$ cat config.mk
export PLATFORM = sky130hd
export DESIGN_NAME = debug_capture_mux
export DESIGN_NICKNAME = d
export VERILOG_FILES = /design/src/rtl/debug_capture_mux.sv
export SDC_FILE = /design/constraint.sdc
export NUM_CORES = 1
export LEC_CHECK = 0
export BUFFER_PORTS_ARGS = -buffer_cell sky130_fd_sc_hd__buf_2
export CAP_MARGIN = 20
export CORE_MARGIN = 2
export CORE_UTILIZATION = 59
export CTS_CLUSTER_SIZE = 10
export DETAILED_ROUTE_END_ITERATION = 8
export PLACE_DENSITY = 0.81
export SLEW_MARGIN = 40
export SYNTH_ARGS = -nofsm -noshare
export SYNTH_HDL_FRONTEND = slang
export SYNTH_SLANG_ARGS = --single-unit
$ cat constraint.sdc
create_clock -name CLK_CPU -period 6.3 [get_ports CLK_CPU]
set_input_delay 1.26 -clock CLK_CPU [delete_from_list [all_inputs] [get_ports CLK_CPU]]
set_output_delay 1.26 -clock CLK_CPU [all_outputs]
set_load 0.01 [all_outputs]
$ cat src/rtl/debug_capture_mux.sv
// debug_capture_mux: registered debug-channel selector (live/hold) with triggered circular capture and step playback; 1-cycle output latency.
// Define DEBUG_CAPTURE_TIMESTAMP_EN to add a per-entry cycle stamp, shown on the extra debug_ts port.
module debug_capture_mux #(
  parameter int NUM_CH = 4,
  parameter int DATA_W = 32,
  parameter int DEPTH  = 8,
  parameter int POST   = 4
) (
  input  logic                         CLK_CPU,
  input  logic                         resetp,
  input  logic [NUM_CH*DATA_W-1:0]     ch_data,
  input  logic [NUM_CH-1:0]            ch_valid,
  input  logic [$clog2(NUM_CH)-1:0]    sel,
  input  logic [1:0]                   mode,
  input  logic                         arm,
  input  logic [DATA_W-1:0]            trig_mask,
  input  logic [DATA_W-1:0]            trig_value,
  input  logic                         step,
  output logic [DATA_W-1:0]            debug,
  output logic                         triggered,
  output logic                         capture_done,
  output logic [$clog2(DEPTH+1)-1:0]   hist_count
`ifdef DEBUG_CAPTURE_TIMESTAMP_EN
  , output logic [31:0]                debug_ts
`endif
);

  localparam int SW = $clog2(NUM_CH);
  localparam int AW = $clog2(DEPTH);
  localparam int CW = $clog2(DEPTH+1);

  typedef enum logic [1:0] {S_IDLE, S_ARMED, S_POST, S_DONE} state_t;
  state_t state, state_nx;

  logic [DATA_W-1:0] buffer [DEPTH];
  logic [AW-1:0]     wr_ptr, rd_ptr, trig_ptr;
  logic [CW-1:0]     post_cnt, rd_nx;
  logic [SW-1:0]     sel_cap;
  logic [DATA_W-1:0] last_wr, live_smp, cap_smp;
  logic              live_vld, cap_vld, hit, wr_en, trig_set, step_q, step_edge;

  assign live_smp  = ch_data[int'(sel)*DATA_W +: DATA_W];
  assign live_vld  = ch_valid[sel];
  assign cap_smp   = ch_data[int'(sel_cap)*DATA_W +: DATA_W];
  assign cap_vld   = ch_valid[sel_cap];
  assign hit       = ((cap_smp ^ trig_value) & trig_mask) == '0;
  assign step_edge = step & ~step_q;
  assign rd_nx     = CW'(rd_ptr) + CW'(1);
  assign capture_done = (state == S_DONE);

  // arm overrides everything, so a sample arriving with arm is never written or compared
  always_comb begin
    state_nx = state;
    wr_en    = 1'b0;
    trig_set = 1'b0;
    if (arm) begin
      state_nx = S_ARMED;
    end else begin
      case (state)
        S_ARMED: if (cap_vld) begin
          wr_en = 1'b1;
          if (hit) begin
            trig_set = 1'b1;
            state_nx = S_POST;
          end
        end
        S_POST: if (cap_vld) begin
          wr_en = 1'b1;
          if (post_cnt == CW'(POST-1)) state_nx = S_DONE;
        end
        default: ;
      endcase
    end
  end

  always_ff @(posedge CLK_CPU) begin
    if (wr_en && !resetp) buffer[wr_ptr] <= cap_smp;
  end

  always_ff @(posedge CLK_CPU) begin
    if (resetp) begin
      state      <= S_IDLE;
      wr_ptr     <= '0;
      rd_ptr     <= '0;
      trig_ptr   <= '0;
      post_cnt   <= '0;
      sel_cap    <= '0;
      last_wr    <= '0;
      step_q     <= 1'b0;
      triggered  <= 1'b0;
      hist_count <= '0;
      debug      <= '0;
    end else begin
      state  <= state_nx;
      step_q <= step;
      if (arm) begin
        sel_cap    <= sel;
        wr_ptr     <= '0;
        rd_ptr     <= '0;
        post_cnt   <= '0;
        last_wr    <= '0;
        hist_count <= '0;
        triggered  <= 1'b0;
      end else begin
        if (wr_en) begin
          wr_ptr  <= wr_ptr + AW'(1);
          last_wr <= cap_smp;
          if (hist_count != CW'(DEPTH)) hist_count <= hist_count + CW'(1);
        end
        if (trig_set) begin
          trig_ptr  <= wr_ptr;
          triggered <= 1'b1;
          post_cnt  <= '0;
        end else if (state == S_POST && wr_en) begin
          post_cnt <= post_cnt + CW'(1);
        end
        // entering DONE parks playback on the trigger entry
        if (state != S_DONE && state_nx == S_DONE) begin
          rd_ptr <= trig_ptr;
        end else if (mode == 2'b11 && step_edge && hist_count != '0) begin
          rd_ptr <= (rd_nx >= hist_count) ? '0 : rd_nx[AW-1:0];
        end
      end
      case (mode)
        2'b00: debug <= live_smp;
        2'b01: if (live_vld) debug <= live_smp;
        2'b10: begin
          if (state == S_DONE) debug <= buffer[trig_ptr];
          else                 debug <= wr_en ? cap_smp : last_wr;
        end
        default: debug <= (hist_count == '0) ? '0 : buffer[rd_ptr];
      endcase
    end
  end

`ifdef DEBUG_CAPTURE_TIMESTAMP_EN
  logic [31:0] ts_cnt, last_ts;
  logic [31:0] ts_mem [DEPTH];

  always_ff @(posedge CLK_CPU) begin
    if (wr_en && !resetp) ts_mem[wr_ptr] <= ts_cnt;
  end

  always_ff @(posedge CLK_CPU) begin
    if (resetp) begin
      ts_cnt   <= '0;
      last_ts  <= '0;
      debug_ts <= '0;
    end else begin
      ts_cnt <= ts_cnt + 32'd1;
      if (arm)        last_ts <= '0;
      else if (wr_en) last_ts <= ts_cnt;
      case (mode)
        2'b10: begin
          if (state == S_DONE) debug_ts <= ts_mem[trig_ptr];
          else                 debug_ts <= wr_en ? ts_cnt : last_ts;
        end
        2'b11:   debug_ts <= (hist_count == '0) ? '0 : ts_mem[rd_ptr];
        default: debug_ts <= '0;
      endcase
    end
  end
`endif

endmodule

==> metrics.md <==
| Metric | Value |
|---|---|
| Status | `finished clean` |
| Flop pwr share | `47.9%` |
| Average wire per standard cell | `28.61 µm` |
| Cell Chain, Critical Path | `buf_12, buf_4, mux2i_1, nor3b_1, o31ai_1, o21ai_0, nor4_2, nand4b_1, nor3b_1, a31o_1` |
| CTS Hold Bufs | `0` |
| Crit-path max FO | `24` |
| Effective utilization at floorplan | `59.96%` |
| Grt ovf | `0` |
| First drt pass iteration count | `6` |
| Post-Syn Area | `18970 µm²` |
| P_sw | `1.273 mW` |
| Main area contributors after synthesis | `edfxtp_1, mux4_2, dfxtp_1, mux2i_1, mux2_2` |
| Syn-to-layout area delta | `15.53%` |
| M1 GR Usage | `44.26%` |
| Share of the synthesized area in the top cell type | `40.53%` |
| DR iter-0 viols | `1665` |
| CTS Sinks | `349` |
| Asr flop ratio synth | `0%` |
| Number of synthesized flops with an enable pin | `256` |
| Met3 usage | `6.970%` |
| Pwr Total | `5.306 mW` |
| Largest net degree at the start of global routing | `66` |
| Tcrit/Tclk final | `69.63%` |
| IR drop worst, VDD | `0.2060 mV` |
| Via density per instance | `6.881` |
| Clock Latency Late Sink | `0.54 ns` |
| Post-CTS Resized | `0` |
| Rows | `65` |
| Syn avg cell area | `14.12 µm²` |
| Initial antenna violation count | `6` |
| GRT Max-Usage Layer | `met2` |
| Post-synth top cells | `edfxtp_1, mux2i_1, mux4_2, dfxtp_1, nor2_1` |
| Max Cap Viol | `0` |
| Die area | `33600 µm²` |
| Path depth of the worst reg2reg path | `10` |
| Final WL | `57.34 mm` |
| CTS clock-pin slew for the worst setup and hold paths | `0.06 ns` |
| Seq cells post-synth | `349` |
| CP startpoint | `sel_cap[0]$_SDFFE_PP0P_` |
| Power per cell area | `242.1 nW/µm²` |
| Worst Path Class, Setup | `reg2reg` |
| Crit-path slowest cell | `o31ai_1` |
| Leakage | `7.599 nW` |
| R2R Path Start | `sel_cap[0]$_SDFFE_PP0P_` |
| Synth Warn # | `0` |
| Vias | `13790` |
| Antenna Violating Nets Remaining | `0` |
| Top_reg_cell synth | `edfxtp_1` |
| Vert. Die Dim | `183.3 µm` |
| Slew HR | `38.92%` |
| Clock Skews | `0.01636 ns` |
| Fill cells | `2110` |
| Cell taking the most area after synthesis | `edfxtp_1` |
| Crit path buf inv count | `2` |
| HP Start | `last_wr[5]$_SDFF_PP0_` |
| Share of cells above drive strength 1 | `35.65%` |
| Vias in the first global route | `14040` |
| Io pins | `242` |
| Worst min-delay path category | `reg2reg` |
| Clk pwr share | `40.9%` |
| Worst Max-Slew Pin Slew | `0.8907 ns` |
| Final hold viol count | `0` |
| CP top delay family | `simple AND/OR/NAND/NOR gates` |
| Internal power | `4.034 mW` |
| Logic pwr share | `11.1%` |
| Clock Tree Root | `clkbuf_16` |
| Startpoint Class | `register` |
| RePlAce Congestion | `0.8974` |
| Worst setup EP type | `register` |
| Maximum root-to-sink buffer count | `3` |
| Cell count after synthesis | `1343` |
| Reg2reg setup slack | `1.91 ns` |
| # Post-CTS Setup Buffers | `0` |
| Layout Nets | `1781` |
| Core Region | `31640 µm²` |
| Minimum clock period after layout | `4.386 ns` |
| WP data required | `6.76 ns` |
| Fmax | `228.0 MHz` |
| CTS tree | `done` |
| Residual DRC | `0` |
| DP Wirelength | `37.54 mm` |
| First-pass GRT wire length | `83.89 mm` |
| Register area share after synthesis | `50.34%` |
| Width of the die | `183.3 µm` |
| Port Buf Inserts | `241` |
| Setup tns final | `0 ns` |
| Final setup fails | `0` |
| Sw frac | `23.98%` |
| Met2 Track Usage GR | `55.59%` |
| Most used cell along the critical path | `nor3b_1` |
| Crit path DAT | `4.85 ns` |
| Worst path depth | `10` |
| Most frequent cell after synthesis | `edfxtp_1` |
| H-tree depth | `2` |
| Final Max Slew Viols | `0` |
| Unrepaired setup endpoints after global routing | `false` |
| Yosys cell types | `62` |
| Synthesized Nets | `1560` |
| Num CTS Buffers | `41` |
| CP max stage delay | `0.75 ns` |
| Global-route usage over all layers | `34.18%` |
## per-layer routing
layer  routed length, µm  up-vias
met3                6844      182
met1               20030     6837
met4                2788        0
met5                   0        -
li1                    -     5788
met2               27680      982
## cells in the final DEF, fill, tap and decap left out, types with 5 or more instances in the layout
cell type and count:
nand3b_1 17, dfxtp_1 86, ha_1 12, inv_1 42, nand2_1 50, nor2b_1 6
a31oi_1 9, edfxtp_1 256, o21ai_0 36, nor4_1 6, mux2_2 34, clkbuf_16 42
diode_2 6, xor2_1 10, or3b_2 10, a211oi_1 40, buf_2 240, clkbuf_1 28
nand3_1 16, xnor2_1 27, a22oi_1 7, and3_1 5, o22ai_1 32, buf_4 32
a21oi_1 37, nor2_1 82, mux2i_1 168, mux4_2 168, nand2b_1 10, nand4_1 5
## worst min-delay path by stage
stage | depth (start not counted) | slack (ns) | to
after floorplan | 2 | 0.45 | last_wr[0]$_SDFF_PP0_
after global placement | 2 | 0.46 | last_wr[22]$_SDFF_PP0_
after detailed placement | 2 | 0.47 | last_wr[19]$_SDFF_PP0_
after CTS | 2 | 0.49 | last_wr[5]$_SDFF_PP0_
after global routing | 2 | 0.51 | last_wr[5]$_SDFF_PP0_
final | 2 | 0.48 | last_wr[5]$_SDFF_PP0_
## per-stage QoR
| stage | cell area (µm²) | instances | util, % | hold WS, ns | setup WS (ns) |
|---|---|---|---|---|---|
| CTS | 21860 | 1997 | 69.10 | 0.4862 | 1.883 |
| global route | 21910 | 2003 | 69.27 | 0.5085 | 1.755 |
| floorplan | 18970 | 1343 | - | 0.4504 | 0.8561 |
| global placement | 20570 | 1919 | 65.03 | 0.4619 | 1.991 |
| finish | 21920 | 2004 | 69.27 | 0.4844 | 1.914 |
| detailed placement | 20640 | 1922 | 65.25 | 0.4702 | 1.950 |
## worst min-delay path, cell delays in order (launching register included)
cell and delay [ns]:
dfxtp_1 0.30, mux2i_1 0.07, nor2_1 0.08
## power by group through the flow
stage               clock, mW  combinational (mW)  sequential, mW
floorplan                   0               0.331            2.59
global placement            0               0.548            2.59
detailed placement          0               0.564            2.60
CTS                      2.18               0.568            2.55
global route             2.27               0.625            2.54
finish                   2.17               0.591            2.54
## final cells by class
cell class	instances	area [µm²]	share of cell area (%)
clock inverter	2	20.02	0.09135
sequential	349	9568	43.66
tap	402	503.0	2.295
inverter	43	161.4	0.7365
multi-input combinational	852	8919	40.69
clock buffer	73	1197	5.464
antenna	6	15.01	0.06851
timing repair buffer	277	1533	6.994
## state kept, by name, summed over array words and instances, names as in the netlist, named ones only
register	flops
triggered	1
trig_ptr	3
sel_cap	2
hist_count	4
rd_ptr	3
post_cnt	4
step_q	1
state	2
wr_ptr	3
last_wr	32
debug	32
buffer	256
## cell families (layout without fill, tap and decap cells)
group	Yosys count	count (layout)	share of synthesized area, %
multiplexers	374	374	31.04
flip-flops	349	349	50.34
AND/OR/NAND/NOR	246	246	6.668
AO/OA/AOI/OAI	182	182	6.161
buffers and inverters	142	395	3.225
XOR/XNOR	37	37	1.708
adder cells (fa/ha/maj)	13	13	0.8575
other	0	6	0
No activity file was read; power rests on OpenSTA's default activity.
